## config.mk

```make
export PLATFORM = sky130hd
export DESIGN_NAME = bcd_display_mux
export DESIGN_NICKNAME = d
export VERILOG_FILES = /design/src/rtl/bcd_display_mux.sv
export SDC_FILE = /design/constraint.sdc
export NUM_CORES = 1
export LEC_CHECK = 0
export CAP_MARGIN = 10
export CELL_PAD_IN_SITES_DETAIL_PLACEMENT = 0
export CELL_PAD_IN_SITES_GLOBAL_PLACEMENT = 1
export CORE_MARGIN = 2
export CORE_UTILIZATION = 47
export CTS_BUF_LIST = sky130_fd_sc_hd__clkbuf_4 sky130_fd_sc_hd__clkbuf_8
export DETAILED_ROUTE_END_ITERATION = 12
export PLACE_DENSITY_LB_ADDON = 0.1
export SLEW_MARGIN = 20
export SYNTH_ARGS = -nofsm -noshare
export SYNTH_HDL_FRONTEND = slang
export SYNTH_SLANG_ARGS = --single-unit
export TNS_END_PERCENT = 1
```

## constraint.sdc

```tcl
create_clock -name CLK -period 2.35 [get_ports CLK]
set_input_delay 0.235 -clock CLK [delete_from_list [all_inputs] [get_ports CLK]]
set_output_delay 0.235 -clock CLK [all_outputs]
set_load 0.02 [all_outputs]
```

## src/rtl/bcd_display_mux.sv

```systemverilog
// bcd_display_mux: captures a two-digit BCD value and time-multiplexes it onto one 7-segment display
module bcd_display_mux #(
  parameter int REFRESH_DIV = 4
) (
  input  logic       CLK,
  input  logic       RST_N,
  input  logic       LD,
  input  logic [7:0] D,
  output logic [6:0] SEG,
  output logic [1:0] AN,
  output logic       ERR
);
  localparam logic [15:0][6:0] LUT = {{6{7'h79}}, 7'h6F, 7'h7F, 7'h07, 7'h7D, 7'h6D,
                                      7'h66, 7'h4F, 7'h5B, 7'h06, 7'h3F};
  logic [15:0] cnt;
  logic [7:0]  h;
  logic        sel, wrap, blank;
  assign wrap = cnt == 16'(REFRESH_DIV - 1);
  always_ff @(posedge CLK or negedge RST_N)
    if (!RST_N) begin
      cnt <= '0;
      sel <= 1'b0;
      h   <= '0;
      ERR <= 1'b0;
    end else begin
      cnt <= wrap ? '0 : cnt + 16'd1;
      sel <= sel ^ wrap;
      if (LD) begin
        h   <= D;
        ERR <= (D[7:4] > 4'd9) || (D[3:0] > 4'd9);
      end
    end
  // Tens digit is blanked when zero; ones digit is always lit.
  always_comb begin
    blank = sel && h[7:4] == 4'd0;
    AN    = blank ? 2'b00 : sel ? 2'b10 : 2'b01;
    SEG   = blank ? 7'h00 : LUT[sel ? h[7:4] : h[3:0]];
  end
endmodule

```

==> reports/metrics.yaml, run 1 <==
run_status:
  outcome: "completed"
floorplan:
  io_pins: 21
  die_h_um: 57.9
  die-area_um2: 3360
  core-area_um2: 2760
  rows: 19
  initial_core_util: 0.496
  dieWidth_um: 57.9
clock_network:
  cts_root_buf: "clkbuf_4"
  holdBufCountCts: 0
  cts_inserted_buffers: 3
  clk_pin_slew_ns: 0.14
  ctsLongestPathBuffers: 2
  htree_levels: 1
  cts_tree: "yes"
  clock_sinks: 26
  clkLatencyLatePin_ns: 0.32
final_layout:
  drive_above_1_share: 0.196
  final_cell_mix: "dfrtp_1, clkdlybuf4s50_1, xnor2_1, nor2_1, mux2_2"
  n_antenna_cell: 0
  area_growth_pct: 21.1
  nets: 166
  final_common_cell: "dfrtp_1"
  fill_cells: 244
synth:
  synth.distinct_cells: 29
  yosysWarnings: 0
  synth_edf_count: 0
  syn-cell-area_um2: 1370
  synth_area_leaders: "dfrtp_1, mux2_2, xnor2_1"
  syn_avg_cell_area_um2: 11.1
  netlist.area_leader.share: 0.476
  ys_seq_area_frac: 0.476
  synth_top_flop_cell: "dfrtp_1"
  synth_nets: 140
  yosys.area.top_type: "dfrtp_1"
  synthCells: 123
  async_flop_share: 1.00
  ys_ff_latch: 26
setup_path:
  arrival_ns: 2.01
  rrSetupSlack_ns: 0.82
  crit_required_ns: 2.12
  rr_worst_depth: 4
  worstSetupPathType: "reg -> out"
  cp-end-kind: "output pin"
  r2r_start: "cnt[0]"
  cp_max_fo: 5
  rr_endpoint: "sel"
  start_kind: "flip-flop"
sta:
  finalSetupViolCount: 0
  fin_tns_setup_ns: 0
  drv_slew: 0
  finClkSkew_ns: 0.0141
  max_freq_ghz: 0.446
  fin_crit_ns: 2.24
  worstMarginPinSlew_ns: 0.425
  hold_viol: 0
  fin_crit_sh: 0.955
  rsz0062_at_grt: "false"
  relSlewSlack: 0.716
detailed_routing:
  firstDrtPassIters: 4
  routed.top_layer: "met4"
  via_count: 950
  drc: 0
  ant_nets: 0
  avgViaCountPerCell: 5.31
  wl_per_cell_um: 13.6
  wl_met1_um: 1070
  drt_wl_total_um: 2430
  drtIter0Drc: 23
  wl_met3_um: 142
  wl_met2_um: 1200
power_and_ir_drop:
  p_leak_uw: 0.000724
  peakVddDrop_uv: 405
  power_density_nw_per_um2: 563
  p_total_uw: 933
global_route:
  grt_pass1_vias: 972
  grt_use_total: 0.169
  grt_pass1_wl_um: 4370
  grt_max_degree: 27
  antenna_found_initial: 0
  overflow: 0
worst_hold_path:
  min_path_type: "in -> async"
place:
  hpwl_um: 1830
  io_buffer_count: 20
  gp_congestion: 0.763
flow_run:
  timing.max_cap.violations: 0
cell type report:
type	instances	area [um2]	share of cell area
clock inverter	1	30.0	0.0181
inverter	5	18.8	0.0113
timing repair buffer	25	220	0.133
multi-input combinational	88	676	0.408
clock buffer	3	22.5	0.0136
tap	31	38.8	0.0234
sequential	26	651	0.393
layer usage:
layer / GRT usage / up-vias
met5: 0 / -
met4: 0.0465 / 0
met3: 0.0246 / 2
met2: 0.276 / 23
met1: 0.235 / 448
li1: - / 477
how the worst max path moves through the flow:
| stage | start | end | depth (start not counted) |
|---|---|---|---|
| floorplan | sel | SEG[4] | 5 |
| global placement | sel | SEG[6] | 6 |
| detailed placement | sel | SEG[6] | 6 |
| CTS | sel | SEG[6] | 6 |
| global route | sel | SEG[2] | 8 |
| finish | sel | SEG[4] | 6 |
repair_timing:
item,CTS,global route
setup endpoints to repair,7,5
pin swaps,0,0
gates resized for setup,8,8
setup buffers,1,0
cloned,0,0
power breakdown:
part	leakage [uW]	total (uW)	switching, uW	internal, uW
Combinational	0.000358	160	84.0	75.5
Sequential	0.000338	474	11.3	463
Clock	0.0000279	299	127	172
Total	0.000724	933	222	711
cells by family after synthesis:
family,after synthesis,synth area share
buf+inv,9,0.0329
flops,26,0.476
compound gates,14,0.0595
mux,14,0.112
simple gates,39,0.169
fa+ha+maj,6,0.0549
xor+xnor,15,0.0961
critical path, cell delays in order, from the launching register on:
cell and delay [ns]:
dfrtp_1 0.42, buf_4 0.14, buf_4 0.12, mux2_2 0.38, a211oi_1 0.25, a311oi_1 0.07
dlygate4sd2_1 0.32
cell usage after synthesis (4+ instances only):
library cell  number
nor2_1            10
nor4_1             4
mux2_2            10
ha_1               6
a21oi_1            4
dfrtp_1           26
nand2_1            6
o21ai_0            5
xor2_1             4
nand3_1            5
mux2i_1            4
xnor2_1           11
inv_1              5
flip-flops by register name, indices dropped and copies added (netlist names):
| signal | count |
|---|---|
| ERR | 1 |
| h | 8 |
| sel | 1 |
| cnt | 16 |
metrics by stage:
stage / utilization / instance area [um2] / instances / hold WS (ns) / worst slack, ns
detailed placement: 0.584 / 1610 / 174 / 0.467 / 0.0865
global route: 0.601 / 1660 / 179 / 0.289 / 0.0108
global placement: 0.584 / 1610 / 174 / 0.461 / 0.109
finish: 0.601 / 1660 / 179 / 0.256 / 0.107
CTS: 0.604 / 1670 / 179 / 0.255 / 0.0806
floorplan: - / 1370 / 123 / -0.0606 / 0.381
No activity file was read; power rests on OpenSTA's default activity.
==> inputs of run 2 (changes only) <==
--- a/config.mk
+++ b/config.mk
@@ -5,11 +5,12 @@
 export SDC_FILE = /design/constraint.sdc
 export NUM_CORES = 1
 export LEC_CHECK = 0
+export ABC_CLOCK_PERIOD_IN_PS = 2080
 export CAP_MARGIN = 10
 export CELL_PAD_IN_SITES_DETAIL_PLACEMENT = 0
 export CELL_PAD_IN_SITES_GLOBAL_PLACEMENT = 1
 export CORE_MARGIN = 2
-export CORE_UTILIZATION = 47
+export CORE_UTILIZATION = 43
 export CTS_BUF_LIST = sky130_fd_sc_hd__clkbuf_4 sky130_fd_sc_hd__clkbuf_8
 export DETAILED_ROUTE_END_ITERATION = 12
 export PLACE_DENSITY_LB_ADDON = 0.1
==> constraint.sdc (replaced) <==
create_clock -name CLK -period 2.08 [get_ports CLK]
set_input_delay 0.208 -clock CLK [delete_from_list [all_inputs] [get_ports CLK]]
set_output_delay 0.208 -clock CLK [all_outputs]
set_load 0.02 [all_outputs]
==> reports/metrics.yaml, run 2 (same netlist as run 1, synthesis figures left out) <==
setup_path:
  cp-end-kind: "output pin"  # unchanged
  max_stage_delay_ns: 0.44  # was 0.42 ns
  arrival_ns: 1.82  # was 2.01 ns
  cp_num_buf_inv: 3  # unchanged
  cp-endpoint: "SEG[6]"  # was SEG[4]
  cp.depth: 6  # unchanged
  r2r_start: "cnt[0]"  # unchanged
  start_kind: "flip-flop"  # unchanged
  cp_max_fo: 6  # was 5
  cp_common_cell: "buf_6"  # was buf_4
  cp_top_family: "multiplexers"  # was buffers and inverters
  path_cells: "buf_6 > mux2i_4 > buf_6 > mux2_2 > nand2_2 > buf_6"  # was buf_4 > buf_4 > mux2_2 > a211oi_1 > a311oi_1 > dlygate4sd2_1
  startpoint: "sel"  # unchanged
  worstSetupPathType: "reg -> out"  # unchanged
  crit_required_ns: 1.87  # was 2.12 ns
  rr_worst_depth: 4  # unchanged
  rr_endpoint: "sel"  # unchanged
  crit_slowest_cell: "dfrtp_1"  # unchanged
  rrSetupSlack_ns: 0.59  # was 0.82 ns
detailed_routing:
  wl_per_cell_um: 13.1  # was 13.6 um
  ant_nets: 0  # unchanged
  firstDrtPassIters: 4  # unchanged
  drt_wl_total_um: 2580  # was 2430 um
  wl_met3_um: 142  # unchanged
  drtIter0Drc: 29  # was 23
  routed.top_layer: "met4"  # unchanged
  wl_met2_um: 1350  # was 1200 um
  drc: 0  # unchanged
  via_count: 1012  # was 950
  avgViaCountPerCell: 5.14  # was 5.31
  wl_met1_um: 1040  # was 1070 um
sta:
  relSlewSlack: 0.728  # was 0.716
  finClkSkew_ns: 0.00999  # was 0.0141 ns
  hold_slack_ns: 0.253  # was 0.256 ns
  fin_tns_setup_ns: 0  # unchanged
  rsz0062_at_grt: "true"  # was false
  hold_viol: 0  # unchanged
  finalSetupViolCount: 0  # unchanged
  fin_crit_sh: 0.973
  drv_slew: 0  # unchanged
  worstMarginPinSlew_ns: 0.407  # was 0.425 ns
  fin_crit_ns: 2.02
  max_freq_ghz: 0.494
clock_network:
  clkLatencyLatePin_ns: 0.30  # was 0.32 ns
  holdBufCountCts: 0  # unchanged
  clock_sinks: 26  # unchanged
  cts_tree: "yes"  # unchanged
  ctsLongestPathBuffers: 2  # unchanged
  cts_root_buf: "clkbuf_4"  # unchanged
  clk_pin_slew_ns: 0.13  # was 0.14 ns
  cts_inserted_buffers: 3  # unchanged
  htree_levels: 1  # unchanged
floorplan:
  rows: 20  # was 19
  die-area_um2: 3650  # was 3360 um2
  dieWidth_um: 60.4  # was 57.9 um
  core-area_um2: 3030  # was 2760 um2
  io_pins: 21  # unchanged
  initial_core_util: 0.452  # was 0.496
  die_h_um: 60.4  # was 57.9 um
global_route:
  overflow: 0  # unchanged
  grt_pass1_wl_um: 4470  # was 4370 um
  grt_max_degree: 27  # unchanged
  grt_use_total: 0.166  # was 0.169
  grt_pass1_vias: 1007  # was 972
  antenna_found_initial: 0  # unchanged
place:
  gp_congestion: 0.832  # was 0.763
  hpwl_um: 1900  # was 1830 um
  io_buffer_count: 20  # unchanged
final_layout:
  nets: 172  # was 166
  largest_register: "cnt"  # unchanged
  drive_above_1_share: 0.307  # was 0.196
  reg_top3: "cnt (16), h (8)"  # unchanged
  final_common_cell: "dfrtp_1"  # unchanged
  postLayoutCoreUtil: 0.581  # was 0.601
  area_growth_pct: 28.7  # was 21.1%
  n_antenna_cell: 0  # unchanged
  final_cell_mix: "dfrtp_1, clkdlybuf4s50_1, xnor2_1, buf_4"  # was dfrtp_1, clkdlybuf4s50_1, xnor2_1, nor2_1, mux2_2
  largest_reg_flops: 16  # unchanged
power_and_ir_drop:
  peakVddDrop_uv: 241  # was 405 uV
  clkPwrFrac: 0.204  # was 0.321
  pwr-share-seq: 0.559  # was 0.508
  p_comb_frac: 0.238  # was 0.171
  netSwitchingPower_uw: 254  # was 222 uW
  p_total_uw: 963  # was 933 uW
  p_leak_uw: 0.000747  # was 0.000724 uW
  power_density_nw_per_um2: 547  # was 563 nW/um2
  swShare: 0.264  # was 0.238
  intPower_uw: 709  # was 711 uW
run_status:
  outcome: "completed"  # unchanged
worst_hold_path:
  min_path_type: "in -> async"  # unchanged
flow_run:
  timing.max_cap.violations: 0  # unchanged
## run 2: cell count changes in the layout (fill, tap and decap cells not counted), moves of 2 or more
cell,previous run,this run
buf_4,5,11
ha_1,6,2
dlygate4sd2_1,2,0
buf_2,0,3
ha_4,0,2
buf_6,0,3
ha_2,0,2
clkdlybuf4s15_1,2,0
clkbuf_2,3,0
## run 2: metrics by stage
stage | setup slack, ns | instances | area, um2
after detailed placement | -0.131 | 190 | 1650
final | 0.0569 | 197 | 1760
after floorplan | 0.138 | 123 | 1370
after CTS | -0.0350 | 195 | 1690
after global placement | -0.0942 | 190 | 1650
after global routing | -0.0598 | 197 | 1760
## run 2: cell type report
class                   instances  area, um2
clock buffers                   3       22.5
fillers                       272       1270
inverters                       5       18.8
multi-input cells              88        732
flip-flops and latches         26        651
well taps                      44       55.1
repair buffers                 31        282
## run 2: how the worst min path moves through the flow
stage,from,endpoint,slack [ns],depth (start not counted)
finish,RST_N,ERR,0.25,2
global route,RST_N,ERR,0.25,2
CTS,RST_N,ERR,0.25,2
detailed placement,cnt[15],cnt[15],0.47,1
global placement,cnt[15],cnt[15],0.47,1
floorplan,RST_N,ERR,-0.09,0
## run 2: power by group through the flow
| stage | sequential [uW] | combinational (uW) | clock (uW) |
|---|---|---|---|
| after floorplan | 544 | 105 | 0 |
| after global placement | 544 | 202 | 0 |
| after detailed placement | 545 | 205 | 0 |
| after CTS | 538 | 200 | 212 |
| after global routing | 542 | 250 | 232 |
| final | 538 | 229 | 196 |
## run 2: routing by layer
metal	up-vias	global-route usage
met2	19	0.284
met5	-	0
met1	495	0.202
met3	4	0.0448
met4	0	0.0571
li1	494	-
## run 2: repair_timing
| action | 4_1_cts | 5_1_grt |
|---|---|---|
| gates resized for setup | 33 | 19 |
| buffers inserted | 1 | 2 |
| pin swaps | 0 | 6 |
| cloned | 1 | 0 |
| endpoints found under the setup margin | 7 | 8 |
==> inputs of run 3 (changes only) <==
--- a/config.mk
+++ b/config.mk
@@ -9,7 +9,6 @@
 export CAP_MARGIN = 10
 export CELL_PAD_IN_SITES_DETAIL_PLACEMENT = 0
 export CELL_PAD_IN_SITES_GLOBAL_PLACEMENT = 1
-export CORE_MARGIN = 2
 export CORE_UTILIZATION = 43
 export CTS_BUF_LIST = sky130_fd_sc_hd__clkbuf_4 sky130_fd_sc_hd__clkbuf_8
 export DETAILED_ROUTE_END_ITERATION = 12
==> reports/metrics.yaml, run 3 (same netlist as run 1, synthesis figures left out) <==
run_status:
  outcome: "completed"  # unchanged
sta:
  drv_slew: 0  # unchanged
  fin_crit_sh: 0.978  # was 0.973
  finalSetupViolCount: 0  # unchanged
  max_freq_ghz: 0.492  # was 0.494 GHz
  fin_crit_ns: 2.03  # was 2.02 ns
  finClkSkew_ns: 0.00742  # was 0.00999 ns
  hold_viol: 0  # unchanged
  relSlewSlack: 0.712  # was 0.728
  rsz0062_at_grt: "true"  # unchanged
  worstMarginPinSlew_ns: 0.431  # was 0.407 ns
clock_network:
  clock_sinks: 26  # unchanged
  holdBufCountCts: 0  # unchanged
  clkLatencyLatePin_ns: 0.31  # was 0.30 ns
  cts_tree: "yes"  # unchanged
  clk_pin_slew_ns: 0.14  # was 0.13 ns
  ctsLongestPathBuffers: 2  # unchanged
  cts_inserted_buffers: 3  # unchanged
  htree_levels: 1  # unchanged
  cts_root_buf: "clkbuf_4"  # unchanged
floorplan:
  core-area_um2: 3030  # unchanged
  die-area_um2: 3410  # was 3650 um2
  die_h_um: 58.4  # was 60.4 um
  initial_core_util: 0.452  # unchanged
  rows: 20  # unchanged
  io_pins: 21  # unchanged
  dieWidth_um: 58.4  # was 60.4 um
setup_path:
  cp_max_fo: 6  # unchanged
  worstSetupPathType: "reg -> out"  # unchanged
  arrival_ns: 1.83  # was 1.82 ns
  start_kind: "flip-flop"  # unchanged
  rr_worst_depth: 4  # unchanged
  cp-end-kind: "output pin"  # unchanged
  crit_required_ns: 1.87  # about the same
detailed_routing:
  firstDrtPassIters: 4  # unchanged
  avgViaCountPerCell: 5.09  # was 5.14
  ant_nets: 0  # unchanged
  wl_met2_um: 1300  # was 1350 um
  wl_met1_um: 1090  # was 1040 um
  routed.top_layer: "met4"  # unchanged
  drt_wl_total_um: 2510  # was 2580 um
  drc: 0  # unchanged
  drtIter0Drc: 33  # was 29
  via_count: 992  # was 1012
  wl_per_cell_um: 12.9  # was 13.1 um
  wl_met3_um: 98  # was 142 um
final_layout:
  reg_top3: "cnt (16), h (8)"  # unchanged
  final_cell_mix: "dfrtp_1, clkdlybuf4s50_1, xnor2_1, nor2_1, mux2_2"  # was dfrtp_1, clkdlybuf4s50_1, xnor2_1, buf_4
  fill_cells: 272  # unchanged
  largest_register: "cnt"  # unchanged
  drive_above_1_share: 0.318  # was 0.307
  nets: 169  # was 172
  area_growth_pct: 29.6  # was 28.7%
  postLayoutCoreUtil: 0.585  # was 0.581
  n_antenna_cell: 0  # unchanged
  seqCellArea_um2: 651  # unchanged
  final_common_cell: "dfrtp_1"  # unchanged
  multi_input_area_um2: 736  # was 732 um2
  largest_reg_flops: 16  # unchanged
  fin_cells: 195  # was 197
global_route:
  antenna_found_initial: 0  # unchanged
  grt_max_degree: 27  # unchanged
  grt_use_total: 0.162  # was 0.166
  overflow: 0  # unchanged
  grt_pass1_wl_um: 4210  # was 4470 um
  grt_pass1_vias: 1009  # was 1007
power_and_ir_drop:
  p_total_uw: 1110  # was 963 uW
  peakVddDrop_uv: 313  # was 241 uV
  p_leak_uw: 0.000748  # was 0.000747 uW
  power_density_nw_per_um2: 624  # was 547 nW/um2
place:
  io_buffer_count: 20  # unchanged
  placed_cells: 189  # was 190
  hpwl_um: 1780  # was 1900 um
  gp_congestion: 0.801  # was 0.832
worst_hold_path:
  min_path_type: "in -> async"  # unchanged
flow_run:
  timing.max_cap.violations: 0  # unchanged
## run 3: cell count changes in the layout (fill, tap and decap cells not counted), moves of 2 or more
| cell | before | now |
|---|---|---|
| a21oi_1 | 4 | 2 |
| buf_4 | 11 | 9 |
| buf_2 | 3 | 1 |
| a21oi_2 | 0 | 2 |
## run 3: worst paths after layout
check                           startpoint  slack [ns]      end
worst min-delay path                 RST_N        0.24      ERR
max in group asynchronous            RST_N        1.59  cnt[14]
min in group CLK                   cnt[15]        0.49  cnt[15]
worst min register to register     cnt[15]        0.49  cnt[15]
worst max register to register      cnt[0]        0.60      sel
worst max-delay path                   sel        0.05   SEG[6]
## run 3: worst max-delay path, cell delays in order, from the launching register on
cell and delay (ns):
dfrtp_1 0.44, buf_6 0.15, mux2i_4 0.24, buf_6 0.15, mux2_2 0.34, nand2_2 0.07
buf_6 0.11
## run 3: layout make-up
cell class              count  share of cell area
well taps                  44              0.0311
clock buffers               3              0.0127
repair buffers             28               0.146
flip-flops and latches     26               0.367
clock inverters             1              0.0169
inverters                   5              0.0106
multi-input cells          88               0.415
## run 3: metrics by stage
stage / hold WS (ns) / setup TNS (ns) / area (um2) / setup WS [ns]
finish: 0.242 / 0 / 1770 / 0.0455
global route: 0.242 / -0.261 / 1770 / -0.0618
CTS: 0.240 / -0.0380 / 1670 / -0.0380
detailed placement: 0.465 / -0.0678 / 1640 / -0.0344
global placement: 0.466 / -0.0127 / 1640 / -0.0115
floorplan: -0.0876 / 0 / 1370 / 0.138
## run 3: power by group
group | internal, uW | leakage [uW] | switching [uW]
Combinational | 119 | 0.000382 | 112
Clock | 195 | 0.0000279 | 144
Sequential | 523 | 0.000338 | 14.5
Total | 836 | 0.000748 | 270
## run 3: repair_timing
item / in CTS / in global routing
pin swaps: 0 / 6
buffers inserted: 0 / 1
resized for setup: 28 / 28
cloned: 0 / 1
endpoints found under the setup margin: 7 / 7
## run 3: routing by layer
| metal | global-route usage | vias up |
|---|---|---|
| met5 | 0 | - |
| met4 | 0.0748 | 0 |
| met3 | 0.0286 | 2 |
| met2 | 0.291 | 17 |
| met1 | 0.187 | 490 |
| li1 | - | 483 |
